[src/rtl/mc_pkg.sv]
// mc_pkg: shared encodings for the multicycle controller.
// Holds FSM state codes, ALUOp/ALUSrcB codes, opcode/funct constants
// and the instruction-class codes produced by mc_decode.
package mc_pkg;

  // FSM states; codes 5-7 are unused and recover to FETCH
  typedef enum logic [2:0] {
    ST_FETCH  = 3'd0,
    ST_DECODE = 3'd1,
    ST_EXEC   = 3'd2,
    ST_MEM    = 3'd3,
    ST_WB     = 3'd4
  } state_e;

  // Instruction classes resolved by the decoder
  typedef enum logic [2:0] {
    CL_R   = 3'd0,
    CL_ORI = 3'd1,
    CL_LW  = 3'd2,
    CL_SW  = 3'd3,
    CL_BEQ = 3'd4
  } iclass_e;

  // ALU opcodes (110/111 are never produced)
  localparam logic [2:0] ALU_ADD = 3'b000;
  localparam logic [2:0] ALU_SUB = 3'b001;
  localparam logic [2:0] ALU_AND = 3'b010;
  localparam logic [2:0] ALU_OR  = 3'b011;
  localparam logic [2:0] ALU_SRL = 3'b100;
  localparam logic [2:0] ALU_SRA = 3'b101;

  // ALU B-operand select
  localparam logic [1:0] SRCB_RT   = 2'd0;
  localparam logic [1:0] SRCB_SEXT = 2'd1;
  localparam logic [1:0] SRCB_ZEXT = 2'd2;

  // Opcodes
  localparam logic [5:0] OP_RTYPE = 6'b000000;
  localparam logic [5:0] OP_BEQ   = 6'b000100;
  localparam logic [5:0] OP_ORI   = 6'b001101;
  localparam logic [5:0] OP_LW    = 6'b100011;
  localparam logic [5:0] OP_SW    = 6'b101011;

  // R-type funct codes
  localparam logic [5:0] FN_SRL  = 6'b000010;
  localparam logic [5:0] FN_SRA  = 6'b000011;
  localparam logic [5:0] FN_ADDU = 6'b100001;
  localparam logic [5:0] FN_SUBU = 6'b100011;
  localparam logic [5:0] FN_AND  = 6'b100100;
  localparam logic [5:0] FN_OR   = 6'b100101;

  // Memory-access classes go through the MEM state
  function automatic logic is_mem(input logic [2:0] cls);
    return (cls == CL_LW) || (cls == CL_SW);
  endfunction

endpackage

[src/rtl/mc_decode.sv]
// mc_decode: purely combinational IR decode into legality, class,
// ALU opcode and B-operand select.
// Optional feature: MC_CTRL_BEQ_EN makes beq a legal instruction.
module mc_decode
  import mc_pkg::*;
(
  input  logic [31:0] ir,
  output logic        legal,
  output logic [2:0]  cls,
  output logic [2:0]  aluop,
  output logic [1:0]  alusrcb
);

  logic [5:0] opc;
  logic [5:0] fn;
  logic       unused_ir_bits;

  assign opc = ir[31:26];
  assign fn  = ir[5:0];
  // register/immediate fields matter only to the datapath
  assign unused_ir_bits = ^ir[25:6];

  // opcode/funct lookup; anything not matched stays illegal
  always_comb begin
    legal   = 1'b0;
    cls     = CL_R;
    aluop   = ALU_ADD;
    alusrcb = SRCB_RT;
    case (opc)
      OP_RTYPE: begin
        cls   = CL_R;
        legal = 1'b1;
        case (fn)
          FN_ADDU: aluop = ALU_ADD;
          FN_SUBU: aluop = ALU_SUB;
          FN_AND:  aluop = ALU_AND;
          FN_OR:   aluop = ALU_OR;
          FN_SRL:  aluop = ALU_SRL;
          FN_SRA:  aluop = ALU_SRA;
          default: legal = 1'b0;
        endcase
      end
      OP_ORI: begin
        legal   = 1'b1;
        cls     = CL_ORI;
        aluop   = ALU_OR;
        alusrcb = SRCB_ZEXT;
      end
      OP_LW: begin
        legal   = 1'b1;
        cls     = CL_LW;
        alusrcb = SRCB_SEXT;
      end
      OP_SW: begin
        legal   = 1'b1;
        cls     = CL_SW;
        alusrcb = SRCB_SEXT;
      end
`ifdef MC_CTRL_BEQ_EN
      OP_BEQ: begin
        legal = 1'b1;
        cls   = CL_BEQ;
        aluop = ALU_SUB;
      end
`endif
      default: legal = 1'b0;
    endcase
  end

endmodule

[src/rtl/mc_ctrl.sv]
// mc_ctrl: multicycle FETCH/DECODE/EXEC/MEM/WB controller.
// Holds the state register, the instruction register and the output
// decode; instruction decoding lives in mc_decode.
// Optional feature: define MC_CTRL_BEQ_EN to support beq (PCSrc is
// otherwise tied low and beq decodes as illegal).
module mc_ctrl
  import mc_pkg::*;
(
  input  logic        clk,
  input  logic        reset,
  input  logic [31:0] Instr,
  input  logic        Zero,
  input  logic        MemReady,
  output logic [2:0]  ALUOp,
  output logic [1:0]  ALUSrcB,
  output logic        IRWrite,
  output logic        PCWrite,
  output logic        PCSrc,
  output logic        MemRead,
  output logic        MemWrite,
  output logic        RegWrite,
  output logic        RegDst,
  output logic        MemtoReg,
  output logic        Illegal,
  output logic [2:0]  State
);

  state_e      state_q, state_d;
  logic [31:0] ir_q;

  logic        dec_legal;
  logic [2:0]  dec_cls;
  logic [2:0]  dec_aluop;
  logic [1:0]  dec_srcb;

`ifndef MC_CTRL_BEQ_EN
  // Zero only steers beq
  logic unused_zero;
  assign unused_zero = Zero;
`endif

  mc_decode u_dec (
    .ir      (ir_q),
    .legal   (dec_legal),
    .cls     (dec_cls),
    .aluop   (dec_aluop),
    .alusrcb (dec_srcb)
  );

  // state register; reset returns to FETCH
  always_ff @(posedge clk) begin
    if (reset) state_q <= ST_FETCH;
    else       state_q <= state_d;
  end

  // IR captures the fetched word only while IRWrite is high
  always_ff @(posedge clk) begin
    if (reset)        ir_q <= '0;
    else if (IRWrite) ir_q <= Instr;
  end

  // next-state and output decode; reset overrides everything to 0
  always_comb begin
    state_d  = ST_FETCH;
    ALUOp    = ALU_ADD;
    ALUSrcB  = SRCB_RT;
    IRWrite  = 1'b0;
    PCWrite  = 1'b0;
    PCSrc    = 1'b0;
    MemRead  = 1'b0;
    MemWrite = 1'b0;
    RegWrite = 1'b0;
    RegDst   = 1'b0;
    MemtoReg = 1'b0;
    Illegal  = 1'b0;
    case (state_q)
      ST_FETCH: begin
        IRWrite = 1'b1;
        PCWrite = 1'b1;
        state_d = ST_DECODE;
      end
      ST_DECODE: begin
        if (dec_legal) begin
          state_d = ST_EXEC;
        end else begin
          Illegal = 1'b1;
          state_d = ST_FETCH;
        end
      end
      ST_EXEC: begin
        ALUOp   = dec_aluop;
        ALUSrcB = dec_srcb;
        if (is_mem(dec_cls))     state_d = ST_MEM;
        else if (dec_cls == CL_BEQ) begin
`ifdef MC_CTRL_BEQ_EN
          PCSrc   = 1'b1;
          PCWrite = Zero;
`endif
          state_d = ST_FETCH;
        end
        else                     state_d = ST_WB;
      end
      ST_MEM: begin
        // strobe held until the memory acknowledges
        if (dec_cls == CL_LW) MemRead  = 1'b1;
        else                  MemWrite = 1'b1;
        if (MemReady) state_d = (dec_cls == CL_LW) ? ST_WB : ST_FETCH;
        else          state_d = ST_MEM;
      end
      ST_WB: begin
        RegWrite = 1'b1;
        RegDst   = (dec_cls == CL_R);
        MemtoReg = (dec_cls == CL_LW);
        state_d  = ST_FETCH;
      end
      default: state_d = ST_FETCH;
    endcase
    if (reset) begin
      state_d  = ST_FETCH;
      ALUOp    = ALU_ADD;
      ALUSrcB  = SRCB_RT;
      IRWrite  = 1'b0;
      PCWrite  = 1'b0;
      PCSrc    = 1'b0;
      MemRead  = 1'b0;
      MemWrite = 1'b0;
      RegWrite = 1'b0;
      RegDst   = 1'b0;
      MemtoReg = 1'b0;
      Illegal  = 1'b0;
    end
  end

  // debug state, forced to 0 during reset
  assign State = reset ? 3'd0 : state_q;

endmodule

[config.mk]
export PLATFORM = sky130hd
export DESIGN_NAME = mc_ctrl
export DESIGN_NICKNAME = d
export VERILOG_FILES = /design/src/rtl/mc_pkg.sv /design/src/rtl/mc_decode.sv /design/src/rtl/mc_ctrl.sv
export SDC_FILE = /design/constraint.sdc
export NUM_CORES = 1
export LEC_CHECK = 0
export CAP_MARGIN = 20
export CORE_ASPECT_RATIO = 1.75
export CORE_UTILIZATION = 51
export DETAILED_ROUTE_END_ITERATION = 12
export HOLD_SLACK_MARGIN = 0.05
export PLACE_DENSITY_LB_ADDON = 0.3
export SETUP_SLACK_MARGIN = 0.3
export SYNTH_ARGS = -nofsm -noshare
export SYNTH_HDL_FRONTEND = slang
export SYNTH_HIERARCHICAL = 1
export SYNTH_SLANG_ARGS = --single-unit
[constraint.sdc]
create_clock -name clk -period 4.3 [get_ports clk]
set_input_delay 0.645 -clock clk [delete_from_list [all_inputs] [get_ports clk]]
set_output_delay 0.645 -clock clk [all_outputs]
set_load 0.01 [all_outputs]
Yosys cells after proc, flatten, opt, wreduce, memory -nomap -nowiden:

Index checks and enable logic that the tools add are counted.

* equal/unequal tests: 16
* mux-type cells: 34
* reduce and logical (&&, ||, !) cells: 7

Operators with widths (count)
* 6-bit == test, second input constant: 6
* 3-bit 2-to-1 mux: 7
* 1-bit 2-to-1 mux: 18
* 3-bit case mux with 5 select lines: 1
* 3-bit by 2-bit == test with 1-bit output, second input constant: 4
* 6-bit by 2-bit == test with 1-bit output, second input constant: 2
* 3-bit case mux with 4 select lines: 1
* 3-bit == test, second input constant: 2
* 6-bit by 4-bit == test with 1-bit output, second input constant: 1
* 3-bit zero test: 2
* 6-bit zero test: 1
* 2-bit 2-to-1 mux: 3
* 2-bit case mux with 3 select lines: 1
* 3-bit case mux with 2 select lines: 1
* 6-bit OR reduction: 1
* 2-bit case mux with 2 select lines: 1
* 3-bit by 1-bit == test with 1-bit output, second input constant: 1
* 3-bit OR reduction: 1
* 1-bit case mux with 2 select lines: 1
* 2-bit OR reduction: 1
* 1-bit logical OR: 1

* register bits after elaboration: 35
* logic and storage cells: 59

Longest topological paths before layout:

Gate-level depths: netlist of run 1.

* depth after elaboration: 7
* depth in mapped cells: 7
* gate-level depth less buffers: 7

By module:

The synthesis of run 1 kept the hierarchy.

By module, submodules not included
* mc_ctrl: instances 1, cells each 182, area an instance 1520.2 µm², sequential area each 700.7 µm²
* mc_decode: instances 1, cells each 26, area an instance 157.7 µm², sequential area each 0.0 µm²

Worst setup path before layout of run 1:

No wires, ideal clock.

* kind: input to output
* from: input reset
* to: output RegDst
* arrival: 1502 ps
* required time: 3655 ps
* setup slack: 2153 ps
* stages: 4
* path through: buf_2 nor2b_1 nand2_1 nor4_1

* longest elaborated chain between the ends: 1

RTL lines
* start, declared: RTL line mc_ctrl.sv:10 `input logic reset,`
* 1-bit 2-to-1 mux: RTL line mc_ctrl.sv:118 `if (reset) begin`
* end, declared: RTL line mc_ctrl.sv:22 `output logic RegDst,`

Every way passes these cells.

Worst setup path after layout of run 1:

* from: input reset
* to: output MemWrite

* longest elaborated chain between the ends: 1

RTL lines
* 1-bit 2-to-1 mux: RTL line mc_ctrl.sv:118
* end, declared: RTL line mc_ctrl.sv:20 `output logic MemWrite,`

Every way passes these cells.

==> metrics.txt, run 1 <==
outcome=completed; clk buf depth=2; leakage power=0.449 nW; part of the power in combinational logic=19.9%; Worst Path Max Fanout=18; # rows=20; worst slew pin tran=556 ps; H-tree level count=1; Overflow after GRT=0; first-pass GRT wire length=3040 um; Final Cycle Share=73.8%; vias=854; FMAX=315 MHz; Overall Global Routing Usage=20.1%; critical-path cell list=clkdlybuf4s50_1, nor2_1, nand3_1, nor2b_1, clkdlybuf4s50_1; initial antenna violation count=0; syn_area_per_cell=7.67 um^2; max_cap viols=0; initial cell density of the core=54.7%; vias in the first global route=782; I/O pin cnt=53; clk slew on worst S/H paths=80 ps; power density cells=247 mW/mm^2; FF-to-FF path depth=7; Die Height=59.3 um; Worst Path Required=3650 ps; Tot Pwr=302 uW; P_int=220 uW; Port Buffer Count=30; 1st-pass router iterations=5; post-layout min period=3180 ps; final instance area=0.00122 mm^2; Vias/cell=5.08; Hold Crit Depth=2; DRC viols=0; worst min-delay path class=flop to flop; Synthesis Warnings=6; layout cells sized above 1=7.53%; syn_nets=161; Detail Route Antenna Nets=0; Placed Instance Area=0.00120 mm^2; Slew headroom=62.8%; R2R setup slack=2670 ps; kind of critical path=primary input to output pin; nets=183; Reg power frac=54.1%; CP Buf/Inv Count=2; Placer Congestion=0.843; Post-Route WL=1820 um; Crit path largest cell delay=690 ps; worst reg2reg path startpoint=ir_q[27]; clock latency on the worst-skew pair=280 ps; core box area=0.00175 mm^2; final core utilization=69.8%; clock power share=25.9%; dpl hpwl=1410 um; DR iter-0 viols=12; WL per Instance=10.8 um; Mapped Area=958 um^2; post-cts sizing count=0; Crit. End Element=output pin; Hold-fix buffers, CTS=0; Sw Ratio=27.1%; Inserted Diodes=0; RSZ-0062 raised after global routing=no; Sw Pwr=81.7 uW; post-CTS setup buffer count=0; reg2reg end=state_q[2]; min-delay src=ir_q[31]; Post-Synthesis Cells=125; area delta synth->final=27.5%; final slew viol count=0; CP delay by family, top=buffers and inverters; CTS buffer count=3; Crit-path slowest cell=clkdlybuf4s50_1; final setup vio count=0; CP dominant cell by count=clkdlybuf4s50_1; CTS root buffer=clkbuf_4; Worst Setup Start Kind=primary input; CTS tree=done; largest net degree at the start of global routing=28; setup TNS=0 ps; final hold violation count=0; clk_skew=1.31 ps; TritonCTS Sinks=15; Peak supply drop=249 uV; Die X=34.8 um; Die Footprint=0.00206 mm^2; Critical Path AT=2530 ps; WHS Endpoint=ir_q[31]
==> stage by stage <==
stage,hold slack [ps],worst slack (ps),cells
floorplan,442,2160,125
finish,494,1120,168
CTS,496,1100,168
detailed placement,481,1100,164
global route,532,913,168
global placement,472,1090,164
==> metal layers <==
layer  wire length (um)  share of wire (%)  GRT usage (%)  vias up
li1                   -                  -              -      446
met1                682                 37           19.5      374
met2               1040                 57           40.4       32
met3                 85                4.7           3.38        2
met4                 12               0.66           8.57        0
met5                  0                  0              0        -
==> worst max path at each step <==
stage	endpoint	depth (start not counted)	startpoint
2_1_floorplan	RegDst	4	reset
3_3_place_gp	ALUOp[1]	4	reset
3_5_place_dp	MemWrite	5	reset
4_1_cts	MemWrite	5	reset
5_1_grt	RegDst	5	reset
6_report	MemWrite	5	reset
==> worst reg2reg max path, delay by kind of cell, from the launching register on <==
family	cells	cell delay [ps]
DFF	1	330
AOI/OAI and AO/OA	2	310
and+or+nand+nor	5	890
==> flip-flops by register name (all words and copies together) (netlist names) <==
signal,cells
state_q,3
ir_q,12
==> layout make-up <==
type                            count  area, um^2
Sequential cell                    15         300
Inverter                            3        11.3
Multi-Input combinational cell     93         549
Clock buffer                        4        26.3
Tap cell                           22        27.5
Fill cell                         155         529
Timing Repair Buffer               31         308
==> layout by cell type (no fill, tap or decap), types with 3 or more instances in the layout <==
master / count
clkdlybuf4s50_1: 30
dfxtp_1: 15
nand2_1: 14
nand2b_1: 14
o21ai_0: 11
nor2_1: 10
nor2b_1: 7
and2_1: 6
inv_1: 3
nand3b_1: 3
o21ai_1: 3
clkbuf_4: 3
a21oi_1: 3
==> power groups by stage <==
| stage | Sequential [mW] | Combinational (mW) | Clock, mW |
|---|---|---|---|
| floorplan | 0.162 | 0.0470 | 0 |
| global placement | 0.166 | 0.0584 | 0 |
| detailed placement | 0.166 | 0.0602 | 0 |
| CTS | 0.163 | 0.0607 | 0.0821 |
| global route | 0.165 | 0.0678 | 0.0880 |
| finish | 0.164 | 0.0603 | 0.0783 |
Power figures use the tool's default switching activity.
==> run 2: changes to the inputs <==
CORE_UTILIZATION = 43   (was 51)
clock period = 2.55 ns   (was 4.3 ns; I/O delays follow)
==> run 2 against run 1 <==
Compared with the run above: register-to-register slack worse by 1700 ps; cell count is 5.4% higher; combinational power grew 100%; worst setup slack got worse by 760 ps.
==> metrics.txt, run 2 (synthesis results as in run 1) <==
outcome=completed; Worst Setup Start Kind=flop; Overflow after GRT=0; Overall Global Routing Usage=19.6%; DR iter-0 viols=21; Die X=37.7 um; R2R setup slack=990 ps; Hold Crit Depth=2; hold slack=490 ps; RSZ-0062 raised after global routing=yes; Final Cycle Share=85.7%; Vias/cell=5.09; WL per Instance=11.8 um; Port Buffer Count=30; Hold-fix buffers, CTS=0; H-tree level count=1; clock power share=25.0%; min-delay src=ir_q[31]; # rows=22; CTS buffer count=3; Die Footprint=0.00243 mm^2; clk_skew=0.815 ps; initial cell density of the core=45.8%; clk buf depth=2; power density cells=409 mW/mm^2; Crit path largest cell delay=360 ps; Post-Route WL=2090 um; Sequential Area=309 um^2; FMAX=458 MHz; TritonCTS Sinks=15; FF-to-FF path depth=6; Detail Route Antenna Nets=0; CTS root buffer=clkbuf_4; area delta synth->final=36.4%; part of the power in combinational logic=22.7%; CP delay by family, top=buffers and inverters; Critical Path AT=1800 ps; clock latency on the worst-skew pair=280 ps; 1st-pass router iterations=4; post-layout min period=2190 ps; Worst Path Max Fanout=4; largest registers=ir_q: 12 flops, state_q: 3 flops; setup TNS=0 ps; area of the multi-input gates=596 um^2; reg2reg end=state_q[2]; Worst Path Required=2170 ps; initial antenna violation count=0; worst min-delay path class=flop to flop; DRC viols=0; worst reg2reg path startpoint=ir_q[28]; Inserted Diodes=0; layout cells sized above 1=22.9%; nets=190; CTS tree=done; final slew viol count=0; most frequent cells in the layout=clkdlybuf4s50_1, nand2_1, nand2b_1; P_int=385 uW; Post-Layout Cell Count=177; commonest non-fill, non-tap cell in the layout=clkdlybuf4s50_1; Crit-path slowest cell=dfxtp_4; dpl hpwl=1490 um; I/O pin cnt=53; Reg power frac=52.2%; CP Buf/Inv Count=3; max reg flops=12; Sw Pwr=149 uW; clk slew on worst S/H paths=80 ps; kind of critical path=flop to output pin; Placer Congestion=0.777; Die Height=64.5 um; WHS Endpoint=ir_q[31]; Sw Ratio=27.9%; Peak supply drop=302 uV; first-pass GRT wire length=3460 um; core box area=0.00209 mm^2; largest net degree at the start of global routing=13; CP dominant cell by count=buf_4; CP Depth=8; # fillers=177; leakage power=0.516 nW; final setup vio count=0; critical-path cell list=buf_4, nor4_2, nand3_2, buf_4, a21oi_2, a21o_1, and2_1, clkdlybuf4s15_1; vias=901; vias in the first global route=844; Placed Cells=169; final hold violation count=0; Top reg by flops=ir_q; Crit. End Element=output pin; max_cap viols=0
## run 2: how the worst max path moves through the flow
stage	start	endpoint	slack [ps]
2_1_floorplan	ir_q[27]	MemRead	840
3_3_place_gp	reset	IRWrite	80
3_5_place_dp	reset	PCWrite	70
4_1_cts	ir_q[28]	MemWrite	270
5_1_grt	ir_q[27]	Illegal	260
6_report	ir_q[28]	ALUOp[0]	360
## run 2: per-stage QoR
step | worst slack (ps) | util [%] | area, um^2 | total power [mW]
floorplan | 845 | - | 958 | 0.352
global placement | 84.1 | 58.4 | 1220 | 0.383
detailed placement | 68.8 | 58.4 | 1220 | 0.386
CTS | 266 | 61.7 | 1290 | 0.530
global route | 257 | 62.5 | 1310 | 0.567
finish | 365 | 62.5 | 1310 | 0.534
## run 2: worst min-delay path: cells and delay by family, from the launching register on
kind,cells,cell delay (ps)
AOI/OAI and AO/OA,1,50
and+or+nand+nor,1,70
DFF,1,340
## run 2: layout make-up
type	instances	share of cell area, %
Clock buffer	4	2.01
Inverter	3	0.861
Multi-Input combinational cell	93	45.6
Sequential cell	15	23.6
Tap cell	24	2.30
Timing Repair Buffer	38	25.6
## run 2: power by group through the flow
| stage | Sequential, mW | Combinational [mW] | Clock, mW |
|---|---|---|---|
| 4_1_cts | 0.278 | 0.114 | 0.139 |
| 5_1_grt | 0.283 | 0.134 | 0.150 |
| 3_5_place_dp | 0.281 | 0.106 | 0 |
| 3_3_place_gp | 0.280 | 0.103 | 0 |
| 2_1_floorplan | 0.273 | 0.0793 | 0 |
| 6_report | 0.279 | 0.121 | 0.134 |
## run 2: routing by layer
layer	GRT usage [%]	wire, um	up-vias
li1	-	-	463
met1	19.6	802	403
met2	33.8	1130	28
met3	3.42	79	7
met4	14.3	77	0
met5	0	0	-
## run 2: timing repair
| action | in CTS | in global routing |
|---|---|---|
| pin swaps | 4 | 2 |
| buffers inserted | 2 | 2 |
| endpoints found under the setup margin | 12 | 10 |
| gates resized for setup | 21 | 14 |
